<file path="config.mk">
export PLATFORM = sky130hd
export DESIGN_NAME = usb_tx_encoder
export DESIGN_NICKNAME = d
export VERILOG_FILES = /design/src/rtl/usb_tx_pkg.sv /design/src/rtl/usb_tx_crc16.sv /design/src/rtl/usb_tx_encoder.sv
export SDC_FILE = /design/constraint.sdc
export NUM_CORES = 1
export LEC_CHECK = 0
export CAP_MARGIN = 20
export CORE_UTILIZATION = 57
export DETAILED_ROUTE_END_ITERATION = 10
export PLACE_DENSITY = 0.8
export SYNTH_ARGS = -nofsm -noshare
export SYNTH_HDL_FRONTEND = slang
export SYNTH_HIERARCHICAL = 1
export SYNTH_SLANG_ARGS = --single-unit
</file>
<file path="constraint.sdc">
create_clock -name clk -period 2.7 [get_ports clk]
set_input_delay 0.675 -clock clk [delete_from_list [all_inputs] [get_ports clk]]
set_output_delay 0.675 -clock clk [all_outputs]
set_load 0.005 [all_outputs]
</file>
<file path="src/rtl/usb_tx_pkg.sv">
// usb_tx_pkg: request codes, PIDs, FSM states and CRC constants for usb_tx_encoder
package usb_tx_pkg;
    localparam logic [3:0] TXP_NONE  = 4'd0;
    localparam logic [3:0] TXP_DATA0 = 4'd1;
    localparam logic [3:0] TXP_DATA1 = 4'd2;
    localparam logic [3:0] TXP_ACK   = 4'd3;
    localparam logic [3:0] TXP_NAK   = 4'd4;
    localparam logic [3:0] TXP_STALL = 4'd5;

    localparam logic [3:0] PID_DATA0 = 4'h3;
    localparam logic [3:0] PID_DATA1 = 4'hB;
    localparam logic [3:0] PID_ACK   = 4'h2;
    localparam logic [3:0] PID_NAK   = 4'hA;
    localparam logic [3:0] PID_STALL = 4'hE;

    localparam logic [7:0]  SYNC_BYTE  = 8'h80;
    localparam logic [15:0] CRC16_POLY = 16'h8005;
    localparam logic [15:0] CRC16_INIT = 16'hFFFF;

    typedef enum logic [2:0] {IDLE, SYNC, PID, DATA, CRC, EOP_SE0, EOP_J} tx_state_e;

    function automatic logic [3:0] pid_of(input logic [3:0] code);
        return (code == TXP_DATA0) ? PID_DATA0 :
               (code == TXP_DATA1) ? PID_DATA1 :
               (code == TXP_ACK)   ? PID_ACK   :
               (code == TXP_NAK)   ? PID_NAK   : PID_STALL;
    endfunction
endpackage

</file>
<file path="src/rtl/usb_tx_crc16.sv">
// usb_tx_crc16: serial CRC16 (poly 0x8005, init 0xFFFF) over bits in wire order
// Ports: clk, n_rst (async active-low), clear (reload init), bit_valid/bit_in (one
// payload bit per strobe), crc (current remainder).
module usb_tx_crc16
    import usb_tx_pkg::*;
(
    input  logic        clk,
    input  logic        n_rst,
    input  logic        clear,
    input  logic        bit_valid,
    input  logic        bit_in,
    output logic [15:0] crc
);
    logic [15:0] crc_q, crc_d;
    logic        fb;

    always_comb begin
        fb    = crc_q[15] ^ bit_in;
        crc_d = clear     ? CRC16_INIT :
                bit_valid ? ({crc_q[14:0], 1'b0} ^ (fb ? CRC16_POLY : 16'h0000)) : crc_q;
    end

    always_ff @(posedge clk or negedge n_rst) begin
        if (!n_rst) crc_q <= CRC16_INIT;
        else        crc_q <= crc_d;
    end

    assign crc = crc_q;
endmodule

</file>
<file path="src/rtl/usb_tx_encoder.sv">
// usb_tx_encoder: USB full-speed packet transmitter (SYNC, PID, payload, CRC16, EOP)
// with bit stuffing and NRZI line coding.
// Ports: clk, n_rst (async active-low); tx_packet request code and buffer_occupancy
// sampled in IDLE; tx_packet_data byte returned the clock after get_tx_packet_data;
// tx_transfer_active while on the wire; tx_error pulse on rejected request;
// dp_out/dm_out line drive.
// Option: define USB_TX_CRC16_EN to append CRC16 to data packets.
module usb_tx_encoder
    import usb_tx_pkg::*;
#(
    parameter int CLKS_PER_BIT = 8,
    parameter int MAX_BYTES    = 64,
    parameter int OCC_W        = $clog2(MAX_BYTES + 2)
) (
    input  logic             clk,
    input  logic             n_rst,
    input  logic [3:0]       tx_packet,
    input  logic [OCC_W-1:0] buffer_occupancy,
    input  logic [7:0]       tx_packet_data,
    output logic             get_tx_packet_data,
    output logic             tx_transfer_active,
    output logic             tx_error,
    output logic             dp_out,
    output logic             dm_out
);
    localparam int            TW   = $clog2(CLKS_PER_BIT);
    localparam logic [TW-1:0] TMAX = TW'(CLKS_PER_BIT - 1);

    tx_state_e        state_q, state_d;
    logic [TW-1:0]    timer_q, timer_d;
    logic [2:0]       bit_idx_q, bit_idx_d;
    logic [7:0]       shreg_q, shreg_d;
    logic [7:0]       data_q, data_d;
    logic [OCC_W-1:0] byte_cnt_q, byte_cnt_d;
    logic [2:0]       ones_q, ones_d;
    logic [3:0]       pid_q, pid_d;
    logic             line_q, line_d;
    logic             get_q, get_d;
    logic             getd_q, getd_d;
    logic             err_q, err_d;
    logic             active_q, active_d;
    logic             tick, send, nb, req_data;
`ifdef USB_TX_CRC16_EN
    logic             crc_hi_q, crc_hi_d;
    logic             crc_clr, crc_valid;
    logic [15:0]      crc_rem;

    usb_tx_crc16 u_crc (
        .clk       (clk),
        .n_rst     (n_rst),
        .clear     (crc_clr),
        .bit_valid (crc_valid),
        .bit_in    (nb),
        .crc       (crc_rem)
    );
`endif

    assign req_data = (tx_packet == TXP_DATA0) || (tx_packet == TXP_DATA1);
    assign tick     = (timer_q == '0);

    always_comb begin
        state_d    = state_q;
        timer_d    = (state_q == IDLE || tick) ? TMAX : timer_q - 1'b1;
        bit_idx_d  = bit_idx_q;
        shreg_d    = shreg_q;
        byte_cnt_d = byte_cnt_q;
        ones_d     = ones_q;
        pid_d      = pid_q;
        line_d     = line_q;
        data_d     = getd_q ? tx_packet_data : data_q;
        getd_d     = get_q;
        get_d      = 1'b0;
        err_d      = 1'b0;
        send       = 1'b0;
        nb         = 1'b0;
`ifdef USB_TX_CRC16_EN
        crc_hi_d   = crc_hi_q;
        crc_clr    = 1'b0;
        crc_valid  = 1'b0;
`endif
        case (state_q)
            IDLE: begin
                if (tx_packet != TXP_NONE) begin
                    if (tx_packet > TXP_STALL || (req_data && int'(buffer_occupancy) > MAX_BYTES)) begin
                        err_d = 1'b1;
                    end else begin
                        state_d    = SYNC;
                        bit_idx_d  = 3'd0;
                        shreg_d    = SYNC_BYTE;
                        pid_d      = pid_of(tx_packet);
                        byte_cnt_d = req_data ? buffer_occupancy : '0;
                        ones_d     = 3'd0;
                        // first SYNC bit is a 0, so the line toggles from J to K
                        line_d     = 1'b0;
`ifdef USB_TX_CRC16_EN
                        crc_clr    = 1'b1;
                        crc_hi_d   = 1'b0;
`endif
                    end
                end
            end
            EOP_SE0: begin
                if (tick) begin
                    bit_idx_d = 3'd1;
                    if (bit_idx_q[0]) state_d = EOP_J;
                end
            end
            EOP_J: begin
                if (tick) state_d = IDLE;
            end
            default: begin
                if (tick) begin
                    if (ones_q == 3'd6) begin
                        // stuff bit: bit index holds so the next tick resumes the byte
                        ones_d = 3'd0;
                        line_d = ~line_q;
                    end else begin
                        send = 1'b1;
                        if (bit_idx_q != 3'd7) begin
                            bit_idx_d = bit_idx_q + 3'd1;
                        end else begin
                            bit_idx_d = 3'd0;
                            if (state_q == SYNC) begin
                                state_d = PID;
                                shreg_d = {~pid_q, pid_q};
                            end else if (byte_cnt_q != '0) begin
                                state_d    = DATA;
                                shreg_d    = data_q;
                                byte_cnt_d = byte_cnt_q - 1'b1;
                            end
`ifdef USB_TX_CRC16_EN
                            // data PIDs are the only ones with low bits 2'b11
                            else if (state_q != CRC && pid_q[1:0] == 2'b11) begin
                                state_d = CRC;
                                shreg_d = ~crc_rem[7:0];
                            end else if (state_q == CRC && !crc_hi_q) begin
                                crc_hi_d = 1'b1;
                                shreg_d  = ~crc_rem[15:8];
                            end
`endif
                            else begin
                                state_d = EOP_SE0;
                                send    = 1'b0;
                            end
                        end
                        if (send) begin
                            nb     = shreg_d[bit_idx_d];
                            line_d = nb ? line_q : ~line_q;
                            ones_d = nb ? ones_q + 3'd1 : 3'd0;
                            // fetch the next byte at the start of the last bit of this one
                            get_d  = (bit_idx_d == 3'd7) && (state_d == PID || state_d == DATA) &&
                                     (byte_cnt_d != '0);
`ifdef USB_TX_CRC16_EN
                            crc_valid = (state_d == DATA);
`endif
                        end
                    end
                end
            end
        endcase
        active_d = (state_d != IDLE);
    end

    always_ff @(posedge clk or negedge n_rst) begin
        if (!n_rst) begin
            state_q    <= IDLE;
            timer_q    <= TMAX;
            bit_idx_q  <= 3'd0;
            shreg_q    <= 8'h00;
            data_q     <= 8'h00;
            byte_cnt_q <= '0;
            ones_q     <= 3'd0;
            pid_q      <= 4'h0;
            line_q     <= 1'b1;
            get_q      <= 1'b0;
            getd_q     <= 1'b0;
            err_q      <= 1'b0;
            active_q   <= 1'b0;
`ifdef USB_TX_CRC16_EN
            crc_hi_q   <= 1'b0;
`endif
        end else begin
            state_q    <= state_d;
            timer_q    <= timer_d;
            bit_idx_q  <= bit_idx_d;
            shreg_q    <= shreg_d;
            data_q     <= data_d;
            byte_cnt_q <= byte_cnt_d;
            ones_q     <= ones_d;
            pid_q      <= pid_d;
            line_q     <= line_d;
            get_q      <= get_d;
            getd_q     <= getd_d;
            err_q      <= err_d;
            active_q   <= active_d;
`ifdef USB_TX_CRC16_EN
            crc_hi_q   <= crc_hi_d;
`endif
        end
    end

    assign dp_out             = (state_q == IDLE || state_q == EOP_J) ? 1'b1 :
                                (state_q == EOP_SE0) ? 1'b0 : line_q;
    assign dm_out             = (state_q == IDLE || state_q == EOP_J || state_q == EOP_SE0) ? 1'b0 : ~line_q;
    assign get_tx_packet_data = get_q;
    assign tx_error           = err_q;
    assign tx_transfer_active = active_q;
endmodule

</file>
==> impl_metrics.toml <==
[run_status]
status = "complete, but fails checks"
violations = "design-rule violations"

[cells_and_area]
synthToLayoutAreaGrowth_pct = 28.25
layout_common_cells = "buf_4, dfrtp_1, nand2_1"
finalNetCount = 388
drive_gt1_share_pct = 23.12
final_common_cell = "buf_4"
fin_cells = 411
antenna_cells = 0

[synthesis]
synth_nets = 327
syn_avg_cell_area_um2 = 9.036
synth.area.top_cells = "dfrtp_1, a21oi_1, ha_1, dfstp_2, nand2_1"
synth_top_area_share_pct = 37.30
synth_edf_count = 0
synth_area_mm2 = 0.002684
synth_warnings = 6
ys_ff_latch = 44
ys_types = 55
ys_dominant_reg_cell = "dfrtp_1"
seq_area_frac_synth_pct = 41.21
syn_inst = 297
async_flop_share_pct = 100.0
yosys.area.top_type = "dfrtp_1"

[grt]
grt_start_max_net_pins = 24
grt_usage_pct = 31.20
grt_pass1_wl_mm = 12.01
antenna_found_initial = 0
overflow = 0
grt_pass1_vias = 2575

[worst_hold_path]
hp-class = "primary input to async pin"

[power]
p_leak_nw = 1.580
p_per_area_mw_per_mm2 = 827.4
vdd_drop_max_mv = 0.4378

[die]
io_pins = 26
die_area_mm2 = 0.004987
rows = 24
die_x_um = 70.62
initial_core_util_pct = 60.39
coreArea_mm2 = 0.004444
die_y_um = 70.62

[clocking]
cts_tree = "done"
post-cts-setup-buffers = 0
ctsHtreeMaxLevel = 2
cts_sinks = 44
root_buffer = "clkbuf_8"
path_clk_slew_ps = 90
clkLatencyLatePin_ps = 300
ctsLongestPathBuffers = 2
cts_made_buffers = 5

[route]
routedWlPerCell_um = 17.78
post-route-drc-count = 2
dr.first_iter.drc_count = 210
wl_mm = 7.306
ant_nets = 0
num_vias = 2567
vias_per_cell = 6.246
drtPass1Iterations = 8

[placed_design]
place_congestion = 0.9119
place_inst = 403
port_buffers = 25
hpwl_mm = 5.341

[setup_path]
path_cells = "buf_4, xor2_1, a21oi_1, nor2b_1, clkdlybuf4s50_1"
worstRegToRegCells = 9
reg2reg_from = "byte_cnt_q[0]"
crit_path_start_kind = "register"
crit_path_max_incr_delay_ps = 500
ff2ff_setup_slack_ps = 100
cp_data_arrival_time_ps = 1930
cp.required_ps = 2030
crit_type = "register to output port"
path_delay_family = "buffers and inverters"
endpoint_kind = "output port"
crit_start = "state_q[1]"
cp_num_buf_inv = 2
cp_num_cells = 5
crit_path_max_fanout = 16
timing.rr.end = "ones_q[2]"
cpMaxStageDelayCell = "clkdlybuf4s50_1"

[sta]
fin_crit_sh_pct = 96.62
min_period_ps = 2609
hold_violations = 0
setup-tns-final_ps = 0
slew_headroom_pct = 61.42
hold_slack_ps = 332.3
skew_ps = 10.08
setup_viol = 0
worst_pin_slew_ps = 578.8
timing.final.max_slew_violations = 0
rsz0062_at_grt = "false"
timing.fmax_ghz = 0.3833

[run]
maxCapViolCount = 0
-- area by class of cell --
class	count	area (um^2)
well taps	52	65.06
flip-flops and latches	44	1106
repair buffers	72	616.8
multi-input cells	224	1498
clock buffers	5	68.82
inverters	11	41.29
clock inverters	3	46.29
fillers	312	1002
-- power breakdown --
part           internal (mW)  total [mW]  leakage (nW)  switching [mW]
Clock                  0.279       0.522        0.0548           0.243
Sequential             0.812       0.945         0.568           0.133
Combinational          0.616        1.38         0.957           0.766
-- synthesized netlist by cell type (4+ instances only) --
cell	n
dfstp_2	4
a21oi_1	24
o31ai_1	6
nand3_1	6
ha_1	9
mux2_2	8
a211oi_1	4
nand2_1	28
nor2b_1	8
a31oi_1	5
mux2i_1	8
o2bb2ai_1	6
o22a_1	4
dfrtp_1	40
nand2b_1	6
inv_1	11
nor2_1	24
o21ai_0	17
clkbuf_1	12
nor3_1	12
-- kinds of logic after synthesis --
kind of cell | count (synthesis) | share of synthesized area (%)
flip-flops | 44 | 41.21
adder cells (fa/ha/maj) | 9 | 4.196
multiplexers | 16 | 6.341
AND/OR/NAND/NOR | 104 | 19.63
buffers and inverters | 29 | 4.615
AO/OA/AOI/OAI | 92 | 23.03
XOR/XNOR | 3 | 0.9792
-- sequential cells by signal, summed over array words and instances (netlist names), 3 cells and up --
name and count:
shreg_q 8, ones_q 3, pid_q 4, bit_idx_q 3, byte_cnt_q 7, data_q 8
state_q 3, timer_q 3
-- how the worst max path moves through the flow --
stage	endpoint	slack, ps
final	dm_out	90
after global routing	dm_out	8
after CTS	byte_cnt_q[3]	0.7
after detailed placement	byte_cnt_q[3]	-350
after global placement	byte_cnt_q[5]	-260
after floorplan	byte_cnt_q[1]	210
-- timing repair --
item	in CTS	in global routing
setup endpoints to repair	9	15
endpoints found under the hold margin	0	0
hold buffers	0	0
pin swaps	2	8
resized for setup	2	16
cloned	0	0
-- stage by stage --
stage	setup slack (ps)	util [%]	total power, mW	instance area, um^2
final	91.31	77.45	2.848	3442
after global routing	8.466	77.45	3.009	3442
after CTS	0.7243	76.24	2.775	3388
after detailed placement	-353.1	73.45	2.245	3264
after global placement	-258.8	73.45	2.203	3264
after floorplan	212.0	-	1.747	2684
-- per-layer routing --
layer,GRT usage [%],share of wire [%],routed length [um],vias up
li1,-,-,-,1211
met1,38.70,41,3013,1221
met2,53.51,49,3615,111
met3,6.695,6.4,471,24
met4,12.44,2.8,206,0
met5,0,0,0,-
(Power assumes the default switching activity.)
